$ cat src/rtl/vend_pkg.sv
// rtl/vend_pkg.sv - shared state type, refund sentinel and default sizing for the vending controller
package vend_pkg;

  typedef enum logic [2:0] {
    ST_IDLE       = 3'd0,
    ST_FETCH      = 3'd1,
    ST_WAIT_MONEY = 3'd2,
    ST_DISPENSE   = 3'd3,
    ST_REFUND     = 3'd4
  } vend_state_e;

  localparam int DEF_NUM_ITEMS  = 1000;
  localparam int DEF_ADDR_W     = 10;
  localparam int DEF_COST_W     = 16;
  localparam int DEF_COIN_W     = 8;
  localparam int DEF_AVAIL_W    = 8;
  localparam int DEF_MAX_CREDIT = 4095;
  localparam int DEF_MEM_TMO    = 15;
  localparam int DEF_IDLE_TMO   = 1000;

  // Refund pulses report an all-ones item index
  localparam logic [DEF_ADDR_W-1:0] REFUND_ITEM = '1;

endpackage

$ cat src/rtl/vend_credit_acc.sv
// rtl/vend_credit_acc.sv - credit register with ceiling check, coin reject strobe and clear
module vend_credit_acc
  import vend_pkg::*;
#(
  parameter int COST_W     = DEF_COST_W,
  parameter int COIN_W     = DEF_COIN_W,
  parameter int MAX_CREDIT = DEF_MAX_CREDIT
) (
  input  logic              clk,
  input  logic              rst,
  input  logic              coin_valid,
  input  logic [COIN_W-1:0] coin_value,
  input  logic              accept_en,
  input  logic              clear,
  output logic [COST_W-1:0] credit,
  output logic              coin_ok,
  output logic              reject
);

  localparam logic [COST_W:0] CREDIT_CEIL = (COST_W+1)'(MAX_CREDIT);

  logic [COST_W-1:0] credit_q, credit_d;
  logic              reject_q, reject_d;
  logic [COST_W:0]   sum;

  // One extra bit on the sum so the ceiling compare never sees a wrapped value
  always_comb begin
    sum      = {1'b0, credit_q} + {{(COST_W+1-COIN_W){1'b0}}, coin_value};
    coin_ok  = coin_valid && accept_en && (sum <= CREDIT_CEIL);
    reject_d = coin_valid && !coin_ok;
    credit_d = credit_q;
    if (clear) begin
      credit_d = '0;
    end else if (coin_ok) begin
      credit_d = sum[COST_W-1:0];
    end
  end

  always_ff @(posedge clk) begin
    if (rst) begin
      credit_q <= '0;
      reject_q <= 1'b0;
    end else begin
      credit_q <= credit_d;
      reject_q <= reject_d;
    end
  end

  assign credit = credit_q;
  assign reject = reject_q;

endmodule

$ cat src/rtl/vend_ctrl_fsm_p.sv
// rtl/vend_ctrl_fsm_p.sv - vending controller: item fetch with timeout, payment, dispense and refund
module vend_ctrl_fsm_p
  import vend_pkg::*;
#(
  parameter int NUM_ITEMS  = DEF_NUM_ITEMS,
  parameter int ADDR_W     = DEF_ADDR_W,
  parameter int COST_W     = DEF_COST_W,
  parameter int COIN_W     = DEF_COIN_W,
  parameter int AVAIL_W    = DEF_AVAIL_W,
  parameter int MAX_CREDIT = DEF_MAX_CREDIT,
  parameter int MEM_TMO    = DEF_MEM_TMO,
  parameter int IDLE_TMO   = DEF_IDLE_TMO
) (
  input  logic               clk,
  input  logic               rst,
  input  logic               cfg_mode,
  input  logic               sync_currency_valid,
  input  logic [COIN_W-1:0]  sync_currency_value,
  input  logic               sync_item_select_valid,
  input  logic [ADDR_W-1:0]  sync_item_select,
  input  logic               sync_cancel,
  output logic               mem_read_en,
  output logic [ADDR_W-1:0]  mem_read_addr,
  input  logic [COST_W-1:0]  mem_item_cost,
  input  logic [AVAIL_W-1:0] mem_item_available,
  input  logic               mem_data_valid,
  output logic               mem_update_en,
  output logic [ADDR_W-1:0]  mem_update_addr,
  output logic               item_dispense_valid,
  output logic [ADDR_W-1:0]  item_dispense,
  output logic [COST_W-1:0]  currency_change,
  output logic               currency_reject,
  output logic               busy
);

  localparam int MEM_CW  = $clog2(MEM_TMO + 1);
  localparam int IDLE_CW = $clog2(IDLE_TMO + 1);
  localparam logic [MEM_CW-1:0]  MEM_LAST   = MEM_CW'(MEM_TMO - 1);
  localparam logic [IDLE_CW-1:0] IDLE_LAST  = IDLE_CW'(IDLE_TMO - 1);
  localparam logic [ADDR_W:0]    ITEM_LIMIT = (ADDR_W+1)'(NUM_ITEMS);
  localparam logic [ADDR_W-1:0]  REFUND_IDX = {ADDR_W{REFUND_ITEM[0]}};

  vend_state_e        state_q, state_d;
  logic [ADDR_W-1:0]  item_q, item_d;
  logic [COST_W-1:0]  cost_q, cost_d;
  logic [AVAIL_W-1:0] stock_q, stock_d;
  logic [MEM_CW-1:0]  mem_cnt_q, mem_cnt_d;
  logic [IDLE_CW-1:0] idle_cnt_q, idle_cnt_d;
  logic               mem_read_en_q, mem_read_en_d;
  logic [ADDR_W-1:0]  mem_read_addr_q, mem_read_addr_d;
  logic               mem_update_en_q, mem_update_en_d;
  logic [ADDR_W-1:0]  mem_update_addr_q, mem_update_addr_d;
  logic               dispense_valid_q, dispense_valid_d;
  logic [ADDR_W-1:0]  dispense_item_q, dispense_item_d;
  logic [COST_W-1:0]  change_q, change_d;
  logic               busy_q, busy_d;

  logic [COST_W-1:0]  credit;
  logic               coin_ok;
  logic               coin_accept_en;
  logic               credit_clear;

  assign coin_accept_en = (state_q == ST_FETCH) || (state_q == ST_WAIT_MONEY);
  assign credit_clear   = (state_q == ST_DISPENSE) || (state_q == ST_REFUND);

  vend_credit_acc #(
    .COST_W     (COST_W),
    .COIN_W     (COIN_W),
    .MAX_CREDIT (MAX_CREDIT)
  ) u_credit (
    .clk        (clk),
    .rst        (rst),
    .coin_valid (sync_currency_valid),
    .coin_value (sync_currency_value),
    .accept_en  (coin_accept_en),
    .clear      (credit_clear),
    .credit     (credit),
    .coin_ok    (coin_ok),
    .reject     (currency_reject)
  );

  always_comb begin
    state_d           = state_q;
    item_d            = item_q;
    cost_d            = cost_q;
    stock_d           = stock_q;
    mem_cnt_d         = mem_cnt_q;
    idle_cnt_d        = idle_cnt_q;
    mem_read_en_d     = 1'b0;
    mem_read_addr_d   = '0;
    mem_update_en_d   = 1'b0;
    mem_update_addr_d = '0;
    dispense_valid_d  = 1'b0;
    dispense_item_d   = '0;
    change_d          = '0;
    case (state_q)
      ST_IDLE: begin
        if (sync_item_select_valid && !cfg_mode && ({1'b0, sync_item_select} < ITEM_LIMIT)) begin
          item_d          = sync_item_select;
          mem_read_en_d   = 1'b1;
          mem_read_addr_d = sync_item_select;
          mem_cnt_d       = '0;
          state_d         = ST_FETCH;
        end
      end
      ST_FETCH: begin
        if (mem_data_valid) begin
          cost_d     = mem_item_cost;
          stock_d    = mem_item_available;
          idle_cnt_d = '0;
          state_d    = ST_WAIT_MONEY;
        end else if (mem_cnt_q == MEM_LAST) begin
          state_d = ST_REFUND;
        end else begin
          mem_cnt_d = mem_cnt_q + 1'b1;
        end
      end
      ST_WAIT_MONEY: begin
        // Decisions use the registered credit; a coin this cycle still lands before DISPENSE/REFUND
        if (sync_cancel || cfg_mode) begin
          state_d = ST_REFUND;
        end else if (stock_q == '0) begin
          state_d = ST_REFUND;
        end else if (credit >= cost_q) begin
          state_d = ST_DISPENSE;
        end else if (idle_cnt_q == IDLE_LAST) begin
          state_d = ST_REFUND;
        end else begin
          idle_cnt_d = coin_ok ? '0 : idle_cnt_q + 1'b1;
        end
      end
      ST_DISPENSE: begin
        dispense_valid_d  = 1'b1;
        dispense_item_d   = item_q;
        change_d          = credit - cost_q;
        mem_update_en_d   = 1'b1;
        mem_update_addr_d = item_q;
        state_d           = ST_IDLE;
      end
      ST_REFUND: begin
        dispense_valid_d = 1'b1;
        dispense_item_d  = REFUND_IDX;
        change_d         = credit;
        state_d          = ST_IDLE;
      end
      default: state_d = ST_IDLE;
    endcase
    busy_d = (state_d != ST_IDLE);
  end

  always_ff @(posedge clk) begin
    if (rst) begin
      state_q           <= ST_IDLE;
      item_q            <= '0;
      cost_q            <= '0;
      stock_q           <= '0;
      mem_cnt_q         <= '0;
      idle_cnt_q        <= '0;
      mem_read_en_q     <= 1'b0;
      mem_read_addr_q   <= '0;
      mem_update_en_q   <= 1'b0;
      mem_update_addr_q <= '0;
      dispense_valid_q  <= 1'b0;
      dispense_item_q   <= '0;
      change_q          <= '0;
      busy_q            <= 1'b0;
    end else begin
      state_q           <= state_d;
      item_q            <= item_d;
      cost_q            <= cost_d;
      stock_q           <= stock_d;
      mem_cnt_q         <= mem_cnt_d;
      idle_cnt_q        <= idle_cnt_d;
      mem_read_en_q     <= mem_read_en_d;
      mem_read_addr_q   <= mem_read_addr_d;
      mem_update_en_q   <= mem_update_en_d;
      mem_update_addr_q <= mem_update_addr_d;
      dispense_valid_q  <= dispense_valid_d;
      dispense_item_q   <= dispense_item_d;
      change_q          <= change_d;
      busy_q            <= busy_d;
    end
  end

  assign mem_read_en         = mem_read_en_q;
  assign mem_read_addr       = mem_read_addr_q;
  assign mem_update_en       = mem_update_en_q;
  assign mem_update_addr     = mem_update_addr_q;
  assign item_dispense_valid = dispense_valid_q;
  assign item_dispense       = dispense_item_q;
  assign currency_change     = change_q;
  assign busy                = busy_q;

endmodule
$ cat config.mk
export PLATFORM = sky130hd
export DESIGN_NAME = vend_ctrl_fsm_p
export DESIGN_NICKNAME = d
export VERILOG_FILES = /design/src/rtl/vend_pkg.sv /design/src/rtl/vend_credit_acc.sv /design/src/rtl/vend_ctrl_fsm_p.sv
export SDC_FILE = /design/constraint.sdc
export NUM_CORES = 1
export LEC_CHECK = 0
export ABC_AREA = 1
export CAP_MARGIN = 20
export CORE_UTILIZATION = 48
export CTS_CLUSTER_DIAMETER = 60
export CTS_CLUSTER_SIZE = 28
export DETAILED_ROUTE_END_ITERATION = 12
export GPL_TIMING_DRIVEN = 0
export PLACE_DENSITY = 0.76
export SKIP_LAST_GASP = 1
export SLEW_MARGIN = 10
export SYNTH_ARGS = -nofsm -noshare
export SYNTH_HDL_FRONTEND = slang
export SYNTH_SLANG_ARGS = --single-unit
$ cat constraint.sdc
create_clock -name clk -period 2 [get_ports clk]
set_input_delay 0.3 -clock clk [delete_from_list [all_inputs] [get_ports clk]]
set_output_delay 0.3 -clock clk [all_outputs]
set_load 0.02 [all_outputs]
* Word level (Yosys, flattened, before mapping)
Index checks and enable logic that the tools add are counted.
W data, S select, Z words.
** Word-level totals
- Bits in registers :: 118
- Input bits :: 49
- Output and inout port bits :: 51
- Logic and storage cells :: 88
** Operators by class
- Add/subtract/negate cells :: 4
- Order comparisons :: 3
- Equality and inequality tests :: 14
- Mux-type cells :: 24
- Bitwise logic cells :: 3
- Reduce and logical (&&, ||, !) cells :: 24
** Operator list (count)
- $mux W10 :: 6
- $pmux W10 S2 :: 2
- $pmux W16 S2 :: 1
- $mux W3 :: 7
- $add A16 B8 Y17 :: 1
- $le A17 B12 Y1 const B :: 1
- $ge A16 B16 Y1 :: 1
- $ne A2 B2 Y1 const B :: 8
- $sub A16 B16 Y16 :: 1
- $mux W4 :: 3
- $add A10 B1 Y10 const B :: 1
- $eq A10 B10 Y1 const B :: 1
- $lt A10 B10 Y1 const B :: 1
- $pmux W3 S3 :: 1
- $logic_not A8 Y1 :: 1
- $pmux W4 S2 :: 1
- $reduce_or A2 Y1 :: 4
- $eq A3 B2 Y1 const B :: 2
- $reduce_and A6 Y1 :: 1
- $logic_and A1 B1 Y1 :: 5
- $add A4 B1 Y4 const B :: 1
- $eq A4 B4 Y1 const B :: 1
- $reduce_and A2 Y1 :: 2
- $reduce_and A4 Y1 :: 1
- 10 further kinds :: 18

* Logic depth before layout (Yosys ltp)
- Depth in word-level cells :: 10
- Depth in mapped cells :: 16
- Mapped depth without buffers :: 15

* Modules after synthesis
A second synthesis with hierarchy kept.
** Unflattened totals
- Cell total of the unflattened synthesis :: 830
- Area, all modules :: 5876.9 sq um
** Modules (own cells, without submodules)
- vend_ctrl_fsm_p :: instances 1, cells an instance 604, area each 4474.3 sq um, seq. area each 2021.9 sq um
- vend_credit_acc :: instances 1, cells an instance 226, area each 1402.6 sq um, seq. area each 340.3 sq um

* Worst setup path before layout
No wires, ideal clock.
- Kind :: input to register
- Start point :: input sync_currency_value[0]
- End point :: register u_credit.credit_q[2], in the netlist u_credit.credit[2]
- Library setup time :: 112 ps
- Arrival :: 1954 ps
- Required time :: 1888 ps
- Setup slack :: -66 ps
- Cell stages on the path :: 13
- Path buffers :: 1
- Cells stage by stage :: ha_1 > fa_1 > nand3_1 > nand3_2 > nand2_1 > nand2_2 > a21oi_2 > inv_2 > nor2_4 > nand3_4 > buf_6 > a21oi_2 > nor2_1
** Between the ends
- Cells in the longest elaborated chain, start to end :: 3
** RTL lines
- start: declaration :: RTL line vend_ctrl_fsm_p.sv:18 : input logic [COIN_W-1:0] sync_currency_value,
- $add A16 B8 Y17 (*) :: RTL line vend_credit_acc.sv:28 : sum = {1'b0, credit_q} + {{(COST_W+1-COIN_W){1'b0}}, coin_value};
- $le A17 B12 Y1 :: RTL line vend_credit_acc.sv:29 : coin_ok = coin_valid && accept_en && (sum <= CREDIT_CEIL);
- $logic_and A1 B1 Y1 :: RTL line vend_credit_acc.sv:29
- end signal: assignment :: RTL line vend_credit_acc.sv:44 : credit_q <= credit_d;
- end: declaration :: RTL line vend_credit_acc.sv:22 : logic [COST_W-1:0] credit_q, credit_d;
Mark *: on every way between the ends. The rest lies on a longest branch, timed or not.
A chain may end at the register's enable or synchronous reset.

* Worst setup path after layout
- Start point :: register u_credit.credit_q[0], in the netlist u_credit.credit[0]
- End point :: register busy_q, in the netlist busy
** Between the ends
- Cells in the longest elaborated chain, start to end :: 6
** RTL lines
- $ge A16 B16 Y1 :: RTL line vend_ctrl_fsm_p.sv:124 : end else if (credit >= cost_q) begin
- $mux W3 :: RTL line vend_ctrl_fsm_p.sv:124
- $mux W3 :: RTL line vend_ctrl_fsm_p.sv:122 : end else if (stock_q == '0) begin
- $mux W3 :: RTL line vend_ctrl_fsm_p.sv:120 : if (sync_cancel || cfg_mode) begin
- $pmux W3 S3 :: RTL line vend_ctrl_fsm_p.sv:96 : case (state_q)
- $reduce_bool A3 Y1 :: RTL line vend_ctrl_fsm_p.sv:148 : busy_d = (state_d != ST_IDLE);
- end signal: assignment :: RTL line vend_ctrl_fsm_p.sv:181 : busy_q <= busy_d;
- end: declaration :: RTL line vend_ctrl_fsm_p.sv:56 : logic busy_q, busy_d;
Every way passes these cells.

==> impl_metrics.json <==
{
  "dp_cells": 1049,
  "num_vias": 5821,
  "layout_min_cycle_time_ns": 2.242,
  "max-slew-margin-rel_pct": 49.88,
  "crit_buf_inv": 4,
  "place.detailed.hpwl_um": 11120,
  "least_setup_slack_across_all_paths_after_layout_ns": -0.2417,
  "insertion_delay_of_the_later_clocked_pin_in_the_worst_skew_pair_ns": 0.42,
  "worst-path-max-fanout": 3,
  "synth.yosys.warnings": 0,
  "clkSinkCount": 118,
  "finalClockSkew_ns": 0.01001,
  "die_area_sq_mm": 0.01249,
  "critical_path.endpoint_type": "register",
  "crit_type": "reg -> reg",
  "final-max-slew-violation-count": 0,
  "postSynthNetCount": 885,
  "placeableCoreArea_sq_mm": 0.01156,
  "failed_checks": "DRC, setup timing",
  "finish.net_count": 1028,
  "layout-drive-gt1-share_pct": 18.07,
  "finalNonFillerCells": 1106,
  "cpPeakStageDelay_ns": 0.36,
  "max_clock_freq_mhz": 446.1,
  "vdd.ir_drop.worst_uv": 542.2,
  "proportion_of_synthesized_chip_area_in_sequential_cells_pct": 40.87,
  "critical-path-top-cell-by-count": "sky130_fd_sc_hd__nand2_2",
  "tns_ns": -5.502,
  "hold_ws_ns": 0.4307,
  "viasPerCell": 5.263,
  "antenna_violating_nets_post_route": 0,
  "detailedPlace.worstSlack_ns": -0.7738,
  "cts_max_level": 4,
  "status": "complete, but fails checks",
  "rows": 39,
  "finalCritPeriodShare_pct": 112.1,
  "cell_area_after_synthesis_sq_mm": 0.005781,
  "grt.total_usage_pct": 26.44,
  "fp.dieH_um": 111.7,
  "gp_routability_congestion": 0.9346,
  "totalWireLength_um": 16760,
  "cts_tree": "built",
  "final.fill_count": 868,
  "gr-total-overflow": 0,
  "p_per_area_mw_per_mm2": 815.7,
  "grt_pass1_wl_um": 25490,
  "antenna_violations_before_repair": 0,
  "area_growth_syn_to_layout_pct": 42.62,
  "worstHoldPathType": "in -> reg",
  "arrival_ns": 2.54,
  "grt_max_degree": 17,
  "clock_path_buffers": 2,
  "startpoint_type": "register",
  "synthesis.instances": 807,
  "route.detailed.wl_per_inst_um": 15.16,
  "cp_cell_sequence": "buf_12 -> clkinv_8 -> ha_4 -> inv_2 -> fa_2 -> nand3_2 -> nand2_2 -> nand2_2 -> nand2_2 -> nand2_2 -> nand3_4 -> buf_12 -> nor2_4 -> nor2_2 -> o21ai_2 -> nand3_1",
  "worst_pin_slew_ns": 0.7518,
  "required_time_at_the_endpoint_of_the_critical_path_ns": 2.30,
  "cp_top_family": "simple AND/OR/NAND/NOR gates",
  "final_report_hold_violation_count": 0,
  "die_w_um": 111.7,
  "setup-violations-final": 31,
  "static-leakage-power_nw": 3.601,
  "drt_first_iter_violations": 433,
  "syn-mean-instance-area_sq_um": 7.163,
  "rsz0062_at_grt": "true",
  "worst_setup_hold_path_clk_slew_ns": 0.06,
  "max-cap-violations": 0,
  "critPathSlowestCell": "sky130_fd_sc_hd__dfxtp_4",
  "design.portCount": 100,
  "yosys_register_bits": 118,
  "synth_cell_types": 41,
  "power_mw": 6.725,
  "effective_utilization_at_floorplan_pct": 49.98,
  "remaining_drc_errors": 4,
  "drtPass1Iterations": 10,
  "cts_root_buf": "sky130_fd_sc_hd__clkbuf_16",
  "cts-buffers-inserted": 17,
  "i_o_buffers": 99,
  "grt_pass1_vias": 5147,
  "antennaDiodeCount": 0
}
-- worst register-to-register path, cell delays in order (launching register included) --
cell	delay (ns)
sky130_fd_sc_hd__dfxtp_4	0.36
sky130_fd_sc_hd__buf_12	0.13
sky130_fd_sc_hd__clkinv_8	0.04
sky130_fd_sc_hd__ha_4	0.11
sky130_fd_sc_hd__inv_2	0.04
sky130_fd_sc_hd__fa_2	0.34
sky130_fd_sc_hd__nand3_2	0.09
sky130_fd_sc_hd__nand2_2	0.09
sky130_fd_sc_hd__nand2_2	0.08
sky130_fd_sc_hd__nand2_2	0.07
sky130_fd_sc_hd__nand2_2	0.09
sky130_fd_sc_hd__nand3_4	0.12
sky130_fd_sc_hd__buf_12	0.16
sky130_fd_sc_hd__nor2_4	0.10
sky130_fd_sc_hd__nor2_2	0.05
sky130_fd_sc_hd__o21ai_2	0.16
sky130_fd_sc_hd__nand3_1	0.09
-- layer usage --
layer	GRT usage, %	up-vias	share of wire, %
met5	0	-	0
met4	10.54	0	2.7
met3	6.151	34	6.7
met2	40.66	210	46
met1	35.80	2684	44
li1	-	2893	-
-- worst paths after layout --
kind         slack (ns)  depth (start not counted)           startpoint                to
min reg2reg        0.46                          2           stock_q[4]        stock_q[4]
min                0.43                          3  sync_item_select[0]  mem_read_addr[0]
max               -0.24                         16   u_credit.credit[0]              busy
max reg2reg       -0.24                         16   u_credit.credit[0]              busy
-- power breakdown --
group	internal [mW]	switching, mW
Clock	2.09	1.11
Combinational	0.479	0.605
Sequential	2.41	0.0318
Total	4.98	1.74
-- cell type report --
cell class                      count  area, sq um  area share (%)
Timing Repair Buffer              122         1247           15.13
Tap cell                          143        178.9           2.170
Clock inverter                     11        172.7           2.094
Clock buffer                       21        440.4           5.342
Inverter                          120        462.9           5.615
Buffer                             19        107.6           1.305
Sequential cell                   118         2379           28.85
Multi-Input combinational cell    552         3256           39.49
-- per-stage QoR --
stage	cell area [sq um]	util [%]
detailed placement	6958	60.16
CTS	7906	68.37
floorplan	5788	-
global placement	6958	60.16
finish	8244	71.29
global route	8244	71.29
-- kinds of logic (layout without fill, tap and decap cells) --
kind of cell	Yosys count	after routing	synth area share [%]
and+or+nand+nor	367	369	27.86
DFF	118	118	40.87
AOI/OAI and AO/OA	146	146	14.09
buffers and inverters	139	293	9.437
adders and majority gates	29	29	6.537
xor gates and xnor gates	8	8	1.212
-- flip-flops by register name (all words and copies together) (netlist names) --
| signal | count |
|---|---|
| mem_cnt_q | 4 |
| idle_cnt_q | 10 |
| item_q | 10 |
| cost_q | 16 |
| u_credit.credit | 16 |
| mem_read_en | 1 |
| busy | 1 |
| mem_read_addr | 10 |
| mem_update_en | 1 |
| u_credit.reject | 1 |
| state_q | 3 |
| stock_q | 8 |
| item_dispense_valid | 1 |
| currency_change | 16 |
| mem_update_addr | 10 |
| item_dispense | 10 |
-- cell usage in the layout, fill, tap and decap left out, types with 19 or more instances in the layout --
| cell type | instances |
|---|---|
| sky130_fd_sc_hd__a21oi_1 | 43 |
| sky130_fd_sc_hd__a21oi_2 | 19 |
| sky130_fd_sc_hd__clkdlybuf4s50_1 | 98 |
| sky130_fd_sc_hd__dfxtp_1 | 111 |
| sky130_fd_sc_hd__ha_1 | 19 |
| sky130_fd_sc_hd__inv_1 | 113 |
| sky130_fd_sc_hd__nand2_1 | 154 |
| sky130_fd_sc_hd__nand2_2 | 21 |
| sky130_fd_sc_hd__nand3_1 | 42 |
| sky130_fd_sc_hd__nor2_1 | 85 |
| sky130_fd_sc_hd__o21ai_0 | 45 |
-- synthesized netlist by cell type (all sizes together) --
library cell	count	share of area, %
nand3	57	5.6
o2111ai	1	0.15
buf	6	0.80
nor3	9	0.87
a21o	3	0.39
o21ai	52	4.5
o21a	1	0.13
nor2	98	6.8
clkbuf	13	0.84
a21boi	1	0.13
clkinv	2	0.13
nand3b	2	0.26
a21oi	63	5.9
dfxtp	118	41
a211oi	1	0.13
a31oi	1	0.11
o21bai	4	0.52
nand4	5	0.54
o31ai	1	0.13
and3	1	0.11
or2	7	0.76
xor2	4	0.61
fa	2	0.69
and2	1	0.11
o22ai	17	1.8
ha	27	5.8
xnor2	4	0.61
o32ai	1	0.15
inv	118	7.7
nand2	187	13
-- timing repair --
item | in CTS | in global routing
gates cloned | 5 | 0
pin swaps | 16 | 17
setup buffers | 14 | 8
endpoints found under the setup margin | 31 | 63
gates resized for setup | 47 | 76
hold buffers | 0 | 0
Power figures use the tool's default switching activity.
